[src/rtl/ddr_cmd_bundle_decoder.sv]
// Buffers scheduler command bundles in a FIFO and decodes one bundle per cycle into per-slot
// DDR4 PHY strobes and fields. Optional per-type command counters: `define DDR_DECODER_STATS_EN.
module ddr_cmd_bundle_decoder #(
  parameter int NUM_SLOTS   = 4,
  parameter int SLOT_WIDTH  = 32,
  parameter int BG_WIDTH    = 2,
  parameter int BANK_WIDTH  = 2,
  parameter int ROW_WIDTH   = 17,
  parameter int COL_WIDTH   = 10,
  parameter int WDATA_WIDTH = 512,
  parameter int FIFO_DEPTH  = 4
) (
  input  logic                                        clk,
  input  logic                                        rst,
  input  logic [NUM_SLOTS*SLOT_WIDTH+WDATA_WIDTH-1:0] in_data,
  input  logic                                        in_valid,
  output logic                                        in_ready,
  input  logic                                        phy_ready,
  output logic [$clog2(FIFO_DEPTH+1)-1:0]             fifo_level,
  output logic                                        out_valid,
  output logic [NUM_SLOTS-1:0]                        ddr_write,
  output logic [NUM_SLOTS-1:0]                        ddr_read,
  output logic [NUM_SLOTS-1:0]                        ddr_pre,
  output logic [NUM_SLOTS-1:0]                        ddr_act,
  output logic [NUM_SLOTS-1:0]                        ddr_ref,
  output logic [NUM_SLOTS-1:0]                        ddr_zq,
  output logic [NUM_SLOTS-1:0]                        ddr_nop,
  output logic [NUM_SLOTS-1:0]                        ddr_ap,
  output logic [NUM_SLOTS-1:0]                        ddr_half_bl,
  output logic [NUM_SLOTS-1:0]                        ddr_pall,
  output logic [NUM_SLOTS*BG_WIDTH-1:0]               ddr_bg,
  output logic [NUM_SLOTS*BANK_WIDTH-1:0]             ddr_bank,
  output logic [NUM_SLOTS*ROW_WIDTH-1:0]              ddr_row,
  output logic [NUM_SLOTS*COL_WIDTH-1:0]              ddr_col,
  output logic [WDATA_WIDTH-1:0]                      ddr_wdata,
  output logic                                        ddr_wdata_valid,
  output logic                                        err_illegal,
  input  logic                                        err_clear
`ifdef DDR_DECODER_STATS_EN
  ,
  input  logic                                        stat_clr,
  output logic [5*32-1:0]                             stat_cnt
`endif
);

  localparam int SLOTS_W = NUM_SLOTS * SLOT_WIDTH;
  localparam int DATA_W  = SLOTS_W + WDATA_WIDTH;
  localparam int PTR_W   = $clog2(FIFO_DEPTH);
  localparam int LVL_W   = $clog2(FIFO_DEPTH + 1);
  localparam int FLD_O   = 3 + BANK_WIDTH + BG_WIDTH;
  localparam logic [LVL_W-1:0] FULL_LVL = LVL_W'(FIFO_DEPTH);

  logic [DATA_W-1:0] fifo_mem_q [FIFO_DEPTH];
  logic [DATA_W-1:0] fifo_mem_d [FIFO_DEPTH];
  logic [PTR_W-1:0]  wr_ptr_q, wr_ptr_d, rd_ptr_q, rd_ptr_d;
  logic [LVL_W-1:0]  level_q, level_d;
  logic              push_s, pop_s;

  logic [NUM_SLOTS-1:0]            dec_write, dec_read, dec_pre, dec_act, dec_refresh;
  logic [NUM_SLOTS-1:0]            dec_zq, dec_nop, dec_ap, dec_half_bl, dec_pall;
  logic [NUM_SLOTS*BG_WIDTH-1:0]   dec_bg;
  logic [NUM_SLOTS*BANK_WIDTH-1:0] dec_bank;
  logic [NUM_SLOTS*ROW_WIDTH-1:0]  dec_row;
  logic [NUM_SLOTS*COL_WIDTH-1:0]  dec_col;
  logic [WDATA_WIDTH-1:0]          dec_wdata;
  logic                            dec_illegal;

  logic                            out_valid_q, out_valid_d, wdata_valid_q, wdata_valid_d;
  logic                            err_q, err_d;
  logic [NUM_SLOTS-1:0]            write_q, write_d, read_q, read_d, pre_q, pre_d;
  logic [NUM_SLOTS-1:0]            act_q, act_d, refresh_q, refresh_d, zq_q, zq_d;
  logic [NUM_SLOTS-1:0]            nop_q, nop_d, ap_q, ap_d, half_bl_q, half_bl_d;
  logic [NUM_SLOTS-1:0]            pall_q, pall_d;
  logic [NUM_SLOTS*BG_WIDTH-1:0]   bg_q, bg_d;
  logic [NUM_SLOTS*BANK_WIDTH-1:0] bank_q, bank_d;
  logic [NUM_SLOTS*ROW_WIDTH-1:0]  row_q, row_d;
  logic [NUM_SLOTS*COL_WIDTH-1:0]  col_q, col_d;
  logic [WDATA_WIDTH-1:0]          wdata_q, wdata_d;

  assign in_ready   = (level_q != FULL_LVL);
  assign push_s     = in_valid & in_ready;
  assign pop_s      = phy_ready & (level_q != {LVL_W{1'b0}});
  assign fifo_level = level_q;

  // FIFO pointer, level and storage next-state; a full FIFO never passes a bundle straight through
  always_comb begin
    fifo_mem_d = fifo_mem_q;
    if (push_s) begin
      fifo_mem_d[wr_ptr_q] = in_data;
      wr_ptr_d             = wr_ptr_q + PTR_W'(1);
    end else begin
      wr_ptr_d = wr_ptr_q;
    end
    if (pop_s) begin
      rd_ptr_d = rd_ptr_q + PTR_W'(1);
    end else begin
      rd_ptr_d = rd_ptr_q;
    end
    case ({push_s, pop_s})
      2'b10:   level_d = level_q + LVL_W'(1);
      2'b01:   level_d = level_q - LVL_W'(1);
      default: level_d = level_q;
    endcase
  end

  // Decode the head bundle; fields are copied for every slot whatever its type
  always_comb begin
    dec_write   = '0;
    dec_read    = '0;
    dec_pre     = '0;
    dec_act     = '0;
    dec_refresh = '0;
    dec_zq      = '0;
    dec_nop     = '0;
    dec_ap      = '0;
    dec_half_bl = '0;
    dec_pall    = '0;
    dec_bg      = '0;
    dec_bank    = '0;
    dec_row     = '0;
    dec_col     = '0;
    dec_illegal = 1'b0;
    dec_wdata   = fifo_mem_q[rd_ptr_q][DATA_W-1:SLOTS_W];
    for (int i = 0; i < NUM_SLOTS; i++) begin
      case (fifo_mem_q[rd_ptr_q][i*SLOT_WIDTH +: 3])
        3'd0:    dec_nop[i]     = 1'b1;
        3'd1:    dec_pre[i]     = 1'b1;
        3'd2:    dec_act[i]     = 1'b1;
        3'd3:    dec_read[i]    = 1'b1;
        3'd4:    dec_write[i]   = 1'b1;
        3'd5:    dec_refresh[i] = 1'b1;
        3'd6:    dec_zq[i]      = 1'b1;
        default: begin
          dec_nop[i]  = 1'b1;
          dec_illegal = 1'b1;
        end
      endcase
      dec_bank[i*BANK_WIDTH +: BANK_WIDTH] = fifo_mem_q[rd_ptr_q][i*SLOT_WIDTH + 3 +: BANK_WIDTH];
      dec_bg[i*BG_WIDTH +: BG_WIDTH]       = fifo_mem_q[rd_ptr_q][i*SLOT_WIDTH + 3 + BANK_WIDTH +: BG_WIDTH];
      dec_row[i*ROW_WIDTH +: ROW_WIDTH]    = fifo_mem_q[rd_ptr_q][i*SLOT_WIDTH + FLD_O +: ROW_WIDTH];
      dec_col[i*COL_WIDTH +: COL_WIDTH]    = fifo_mem_q[rd_ptr_q][i*SLOT_WIDTH + FLD_O +: COL_WIDTH];
      dec_pall[i]    = fifo_mem_q[rd_ptr_q][i*SLOT_WIDTH + FLD_O];
      dec_ap[i]      = fifo_mem_q[rd_ptr_q][i*SLOT_WIDTH + FLD_O + ROW_WIDTH];
      dec_half_bl[i] = fifo_mem_q[rd_ptr_q][i*SLOT_WIDTH + FLD_O + ROW_WIDTH + 1];
    end
  end

  // Output register next-state: hold under backpressure, load on pop, idle bundle otherwise
  always_comb begin
    if (!phy_ready) begin
      out_valid_d   = out_valid_q;
      write_d       = write_q;
      read_d        = read_q;
      pre_d         = pre_q;
      act_d         = act_q;
      refresh_d     = refresh_q;
      zq_d          = zq_q;
      nop_d         = nop_q;
      ap_d          = ap_q;
      half_bl_d     = half_bl_q;
      pall_d        = pall_q;
      bg_d          = bg_q;
      bank_d        = bank_q;
      row_d         = row_q;
      col_d         = col_q;
      wdata_d       = wdata_q;
      wdata_valid_d = wdata_valid_q;
    end else if (pop_s) begin
      out_valid_d   = 1'b1;
      write_d       = dec_write;
      read_d        = dec_read;
      pre_d         = dec_pre;
      act_d         = dec_act;
      refresh_d     = dec_refresh;
      zq_d          = dec_zq;
      nop_d         = dec_nop;
      ap_d          = dec_ap;
      half_bl_d     = dec_half_bl;
      pall_d        = dec_pall;
      bg_d          = dec_bg;
      bank_d        = dec_bank;
      row_d         = dec_row;
      col_d         = dec_col;
      wdata_d       = dec_wdata;
      wdata_valid_d = |dec_write;
    end else begin
      out_valid_d   = 1'b0;
      write_d       = '0;
      read_d        = '0;
      pre_d         = '0;
      act_d         = '0;
      refresh_d     = '0;
      zq_d          = '0;
      nop_d         = '0;
      ap_d          = '0;
      half_bl_d     = '0;
      pall_d        = '0;
      bg_d          = '0;
      bank_d        = '0;
      row_d         = '0;
      col_d         = '0;
      wdata_d       = '0;
      wdata_valid_d = 1'b0;
    end
    if (err_clear) begin
      err_d = 1'b0;
    end else if (pop_s && dec_illegal) begin
      err_d = 1'b1;
    end else begin
      err_d = err_q;
    end
  end

  // Bundle storage; contents are don't-care while the level says empty
  always_ff @(posedge clk) begin
    fifo_mem_q <= fifo_mem_d;
  end

  // Control and output registers
  always_ff @(posedge clk) begin
    if (rst) begin
      wr_ptr_q      <= '0;
      rd_ptr_q      <= '0;
      level_q       <= '0;
      out_valid_q   <= 1'b0;
      write_q       <= '0;
      read_q        <= '0;
      pre_q         <= '0;
      act_q         <= '0;
      refresh_q     <= '0;
      zq_q          <= '0;
      nop_q         <= '0;
      ap_q          <= '0;
      half_bl_q     <= '0;
      pall_q        <= '0;
      bg_q          <= '0;
      bank_q        <= '0;
      row_q         <= '0;
      col_q         <= '0;
      wdata_q       <= '0;
      wdata_valid_q <= 1'b0;
      err_q         <= 1'b0;
    end else begin
      wr_ptr_q      <= wr_ptr_d;
      rd_ptr_q      <= rd_ptr_d;
      level_q       <= level_d;
      out_valid_q   <= out_valid_d;
      write_q       <= write_d;
      read_q        <= read_d;
      pre_q         <= pre_d;
      act_q         <= act_d;
      refresh_q     <= refresh_d;
      zq_q          <= zq_d;
      nop_q         <= nop_d;
      ap_q          <= ap_d;
      half_bl_q     <= half_bl_d;
      pall_q        <= pall_d;
      bg_q          <= bg_d;
      bank_q        <= bank_d;
      row_q         <= row_d;
      col_q         <= col_d;
      wdata_q       <= wdata_d;
      wdata_valid_q <= wdata_valid_d;
      err_q         <= err_d;
    end
  end

  assign out_valid       = out_valid_q;
  assign ddr_write       = write_q;
  assign ddr_read        = read_q;
  assign ddr_pre         = pre_q;
  assign ddr_act         = act_q;
  assign ddr_ref         = refresh_q;
  assign ddr_zq          = zq_q;
  assign ddr_nop         = nop_q;
  assign ddr_ap          = ap_q;
  assign ddr_half_bl     = half_bl_q;
  assign ddr_pall        = pall_q;
  assign ddr_bg          = bg_q;
  assign ddr_bank        = bank_q;
  assign ddr_row         = row_q;
  assign ddr_col         = col_q;
  assign ddr_wdata       = wdata_q;
  assign ddr_wdata_valid = wdata_valid_q;
  assign err_illegal     = err_q;

`ifdef DDR_DECODER_STATS_EN
  function automatic logic [31:0] popcount(input logic [NUM_SLOTS-1:0] v);
    logic [31:0] c;
    c = 32'd0;
    for (int k = 0; k < NUM_SLOTS; k++) begin
      c = c + {31'd0, v[k]};
    end
    return c;
  endfunction

  // Counter order low to high: rd, wr, act, pre, ref
  logic [31:0]          stat_q   [5];
  logic [31:0]          stat_d   [5];
  logic [NUM_SLOTS-1:0] stat_src [5];

  // Counter next-state; clear wins over a same-cycle increment
  always_comb begin
    stat_src[0] = dec_read;
    stat_src[1] = dec_write;
    stat_src[2] = dec_act;
    stat_src[3] = dec_pre;
    stat_src[4] = dec_refresh;
    for (int k = 0; k < 5; k++) begin
      if (stat_clr) begin
        stat_d[k] = 32'd0;
      end else if (pop_s) begin
        stat_d[k] = stat_q[k] + popcount(stat_src[k]);
      end else begin
        stat_d[k] = stat_q[k];
      end
    end
  end

  // Counter registers
  always_ff @(posedge clk) begin
    if (rst) begin
      for (int k = 0; k < 5; k++) begin
        stat_q[k] <= 32'd0;
      end
    end else begin
      stat_q <= stat_d;
    end
  end

  assign stat_cnt = {stat_q[4], stat_q[3], stat_q[2], stat_q[1], stat_q[0]};
`endif

endmodule

[config.mk]
export PLATFORM = sky130hd
export DESIGN_NAME = ddr_cmd_bundle_decoder
export DESIGN_NICKNAME = d
export VERILOG_FILES = /design/src/rtl/ddr_cmd_bundle_decoder.sv
export SDC_FILE = /design/constraint.sdc
export NUM_CORES = 2
export LEC_CHECK = 0
export CAP_MARGIN = 20
export CELL_PAD_IN_SITES_DETAIL_PLACEMENT = 0
export CELL_PAD_IN_SITES_GLOBAL_PLACEMENT = 1
export CORE_AREA = 2 2 525 527
export CTS_CLUSTER_SIZE = 8
export DETAILED_ROUTE_END_ITERATION = 16
export DIE_AREA = 0 0 527 529
export DONT_BUFFER_PORTS = 1
export GPL_TIMING_DRIVEN = 0
export PLACE_DENSITY_LB_ADDON = 0.1
export SLEW_MARGIN = 30
export SYNTH_ARGS = -nofsm -noshare
export SYNTH_HDL_FRONTEND = slang
export SYNTH_SLANG_ARGS = --single-unit
[constraint.sdc]
create_clock -name clk -period 44.2 [get_ports clk]
set_input_delay 4.42 -clock clk [delete_from_list [all_inputs] [get_ports clk]]
set_output_delay 4.42 -clock clk [all_outputs]
set_load 0.02 [all_outputs]
### Word level (Yosys, flattened, before mapping)

Index checks and enable logic that the tools add are counted.

| cells by class | value |
|---|---|
| $add $sub $neg | 4 |
| order comparisons | 3 |
| eq/ne operators | 27 |
| muxes and demuxes | 56 |
| bitwise logic cells | 4 |
| reductions and logical operators | 18 |

Operator list:

| cell | count |
|---|---|
| bitwise mux 2560 bit | 1 |
| 2-to-1 mux 640 bit | 3 |
| binary-select mux 640 bit (select 2 bit) | 1 |
| demux 640 bit (select 2 bit) | 1 |
| 2-to-1 mux 512 bit | 1 |
| 2-to-1 mux 68 bit | 1 |
| 2-to-1 mux 4 bit | 10 |
| 2-to-1 mux 40 bit | 1 |
| equality test 3 bit, second input constant | 12 |
| 2-to-1 mux 1 bit | 34 |
| OR reduction 7 bit | 4 |
| equality test 3 x 2 -> 1 bit, second input constant | 8 |
| OR reduction 6 bit | 4 |
| 2-to-1 mux 8 bit | 2 |
| equality test 3 x 1 -> 1 bit, second input constant | 4 |
| zero test 3 bit | 4 |
| greater-or-equal comparator 3 bit, second input constant | 2 |
| NOT 2 -> 3 bit | 2 |
| case mux 3 bit (2 select lines) | 1 |
| adder 2 x 1 -> 2 bit, second input constant | 2 |
| OR reduction 4 bit | 1 |
| adder 3 x 1 -> 3 bit, second input constant | 1 |
| less-than comparator 3 x 1 -> 1 bit, second input constant | 1 |
| inequality test 3 bit, second input constant | 1 |
| other kinds (8) | 10 |

| word-level totals | value |
|---|---|
| bits in registers | 3246 |
| output and inout bits | 683 |
| word-level logic and storage cells | 137 |

### Logic depth before layout (Yosys ltp)

| logic depth | value |
|---|---|
| depth after elaboration | 11 |
| depth in mapped cells | 10 |
| mapped depth without buffers | 9 |

### Worst setup path before layout

Ideal clock, no wire load.

| timing | value |
|---|---|
| kind | in2reg |
| start point | input port in_valid |
| end point | register fifo_mem_q[0] (netlist name), enable pin |
| library setup time | 1.069 ns |
| data arrival time | 18.356 ns |
| data required time | 43.131 ns |
| slack | 24.774 ns |
| cell stages on the path | 1 |
| cell sequence | and3_1 |

| on the way | value |
|---|---|
| longest elaborated chain between the ends | 1 |

RTL lines:

| item | line | text |
|---|---|---|
| start: declaration | 16 | `input logic in_valid,` |
| bitwise AND 1 bit | 81 | `assign push_s = in_valid & in_ready;` |
| end signal: assignment | 216 | `fifo_mem_q <= fifo_mem_d;` |
| end: declaration | 53 | `logic [DATA_W-1:0] fifo_mem_q [FIFO_DEPTH];` |

Every way passes these cells.
A chain may end at the register's enable or synchronous reset.

### Worst setup path in the final report

| timing | value |
|---|---|
| start point | register level_q[2], in the netlist fifo_level[2] |
| end point | output port in_ready |

| on the way | value |
|---|---|
| longest elaborated chain between the ends | 1 |

RTL lines:

| item | line | text |
|---|---|---|
| start: declaration | 56 | `logic [LVL_W-1:0] level_q, level_d;` |
| start signal: assignment | 246 | `level_q <= level_d;` |
| inequality test 3 bit | 80 | `assign in_ready = (level_q != FULL_LVL);` |
| end: declaration | 17 | `output logic in_ready,` |

Every way passes these cells.

==> flow_summary.toml <==
[clocking]
postCtsSetupBuffers = 0
cts.sinks = 3106
ctsResizeCount = 0
cts.clk_slew.worst_paths_ns = 0.05
cts_hold_buf = 0
htreeDepth = 5
clock_latency_ns = 0.94
cts_buffer_depth = 4
cts_root_buf = "clkbuf_16"
cts_buffers = 427
cts_tree = "done"

[run]
drv_cap = 0

[sta]
fin_crit_ns = 6.600
drv_slew = 0
finalSetupTns_ns = 0
worst_pin_slew_ns = 0.9887
rsz0062_at_grt = "false"
hold-worst-slack_ns = 0.5189
slew_headroom_pct = 34.09
skew_ns = 0.04504
fmax_mhz = 151.5
min_period_over_period_pct = 14.93
setup_viol = 0
finalHoldViolations = 0

[synthesis]
synth_cell_types = 35
synth_cells = 5461
syn_area_mm2 = 0.1104
seq_area_frac_synth_pct = 78.63
synth_seq_cells = 3106
syn_area_per_cell_um2 = 20.23
synthesis.nets = 6112
yosysWarnings = 0

[critical_path]
reg2reg_to = "fifo_mem_q[978]"
cp_data_required_time_ns = 39.78
cp-end-kind = "output pin"
path_delay_family = "simple AND/OR/NAND/NOR gates"
critPathLaunchType = "flip-flop"
worstPathMaxFanout = 6
arrival_ns = 2.18
worst_path_max_delay_cell = "or3b_1"
r2r-start = "fifo_level[1]"
rrSetupSlack_ns = 40.29
ff2ff_path_depth = 8
crit_start = "fifo_level[2]"
slowest_delay_ns = 0.66
cp_cell_sequence = "or3b_1"
path_class = "reg -> out"
path_buf_inv = 0

[hold_path]
hold_path_class = "reg -> reg"
hold_depth = 2
hold_path.startpoint = "wr_ptr_q[1]"
hold_path_end = "wr_ptr_q[1]"

[drt]
wire_per_inst_um = 32.50
drc = 0
drt.antenna.violating_nets = 0
routed_wl_mm = 324.4
dr.pass1.iters = 5
vias = 54270
drt_iter0_markers = 3928
vias_per_cell = 5.438

[finish]
n_fill_cell = 22930
nNetsFinal = 6627
areaGrowthSynthToFinish_pct = 17.31
drive_gt1_share_pct = 21.45
post-route-util_pct = 47.48

[floorplanning]
start_util_pct = 40.47
die-height_um = 529
dieArea_mm2 = 0.2788
ios = 1328
die_w_um = 527
rows = 192
core_mm2 = 0.2729

[placed_design]
dp_hpwl_mm = 231.4
portBuffers = 0
routabilityCongestion = 0.7927

[status]
status = "finished, final reports clean"

[grt]
grt_pass1_vias = 56410
track_usage_pct = 22.91
grt_pass1_wl_mm = 448.3
antenna_found_initial = 28
grt_max_degree = 38
gr-total-overflow = 0

[power_and_ir_drop]
powerDensity_mw_per_mm2 = 64.44
max-vdd-ir-drop_mv = 0.03851
p_leak_nw = 41.35
through the flow:
stage	total power, mW	std cells	worst slack [ns]	instance area [um2]
global route	8.697	9969	37.43	129500
floorplan	5.014	5461	24.77	110500
finish	8.350	9980	37.60	129600
detailed placement	5.416	9136	36.55	117000
CTS	8.472	9924	37.50	129400
global placement	5.691	9050	10.41	114900
per-layer routing:
layer | up-vias | global-route usage, % | wire (um)
li1 | 23320 | - | -
met1 | 28570 | 24.07 | 110400
met5 | - | 0 | 69
met4 | 10 | 9.499 | 13680
met3 | 489 | 12.03 | 40260
met2 | 1879 | 38.34 | 160000
sequential cells by signal (all words and copies together) (netlist names), 2 cells and up:
signal,flops
ddr_half_bl,4
ddr_nop,4
wr_ptr_q,2
ddr_pre,4
ddr_zq,4
ddr_read,4
ddr_bank,8
fifo_level,3
fifo_mem_q,2464
ddr_row,65
ddr_act,4
ddr_wdata,512
ddr_bg,8
ddr_write,4
ddr_ref,4
ddr_ap,4
rd_ptr_q,2
ddr_pall,3
cells in the final DEF, fill, tap and decap left out, types with 5 or more instances in the layout:
master,n
edfxtp_1,2464
nor2_1,643
dfxtp_1,642
a22oi_1,624
mux4_2,616
clkbuf_1,525
clkbuf_16,430
buf_2,80
buf_4,59
diode_2,56
buf_12,48
buf_6,41
buf_16,38
clkbuf_2,16
inv_1,8
a21oi_1,8
nor2b_1,8
nand2_1,7
inv_16,7
inv_6,6
and2_1,5
ha_1,5
clkinv_8,5
power by group:
part           internal, mW  total, mW  switching (mW)
registers              3.53       3.91           0.383
logic                 0.653       1.40           0.752
clock network          1.83       3.04            1.21
total                  6.00       8.35            2.35
cell type report:
cell class	count	area, um2	area share [%]
Antenna cell	56	140.1	0.1081
Buffer	391	2117	1.634
Clock buffer	764	12010	9.272
Clock inverter	24	432.9	0.3341
Inverter	10	37.54	0.02897
Multi-Input combinational cell	1954	21490	16.59
Sequential cell	3106	86840	67.02
Tap cell	3589	4491	3.466
Timing Repair Buffer	86	2007	1.549
cell usage after synthesis:
master     instances  area [um2]
edfxtp_1        2464       73990
nor2_1           643        2414
dfxtp_1          642       12850
a22oi_1          624        4684
mux4_2           616       13870
clkbuf_1         207       777.0
buf_2             80       400.4
buf_4             59       442.9
buf_6             41       461.7
a21oi_1            8       40.04
and3_1             8       50.05
inv_1              8       30.03
nor2b_1            8       50.05
nand2_1            7       26.28
and2_1             5       31.28
ha_1               5       62.56
a32oi_1            4       35.03
buf_1              4       15.01
nor3_1             4       20.02
o21ai_1            4       20.02
nor3b_1            3       22.52
xor2_1             3       26.28
xnor2_1            2       17.52
a2111oi_1          1       10.01
a211oi_1           1       7.510
clkinv_1           1       3.750
fa_1               1       20.02
inv_2              1       3.750
nand3_1            1       5.000
o21ai_0            1       5.000
o31ai_1            1       7.510
o31ai_2            1       12.51
o41ai_2            1       16.27
or3_1              1       6.260
or3b_1             1       8.760
cell families after synthesis:
family / Yosys count / share of synthesized area [%]
fa+ha+maj: 6 / 0.07477
flops: 3106 / 78.63
buf+inv: 401 / 1.933
xor+xnor: 5 / 0.03966
mux: 616 / 12.56
compound gates: 646 / 4.381
simple gates: 681 / 2.385
how the worst max path moves through the flow:
stage          slack [ns]  cells after the start          endpoint
2_1_floorplan       24.77                      1     fifo_mem_q[0]
3_3_place_gp        10.41                      1  fifo_mem_q[1611]
3_5_place_dp        36.55                     10     fifo_level[2]
5_1_grt             37.43                     10     fifo_level[2]
4_1_cts             37.50                      1          in_ready
6_report            37.60                      1          in_ready
(Power assumes the default switching activity.)
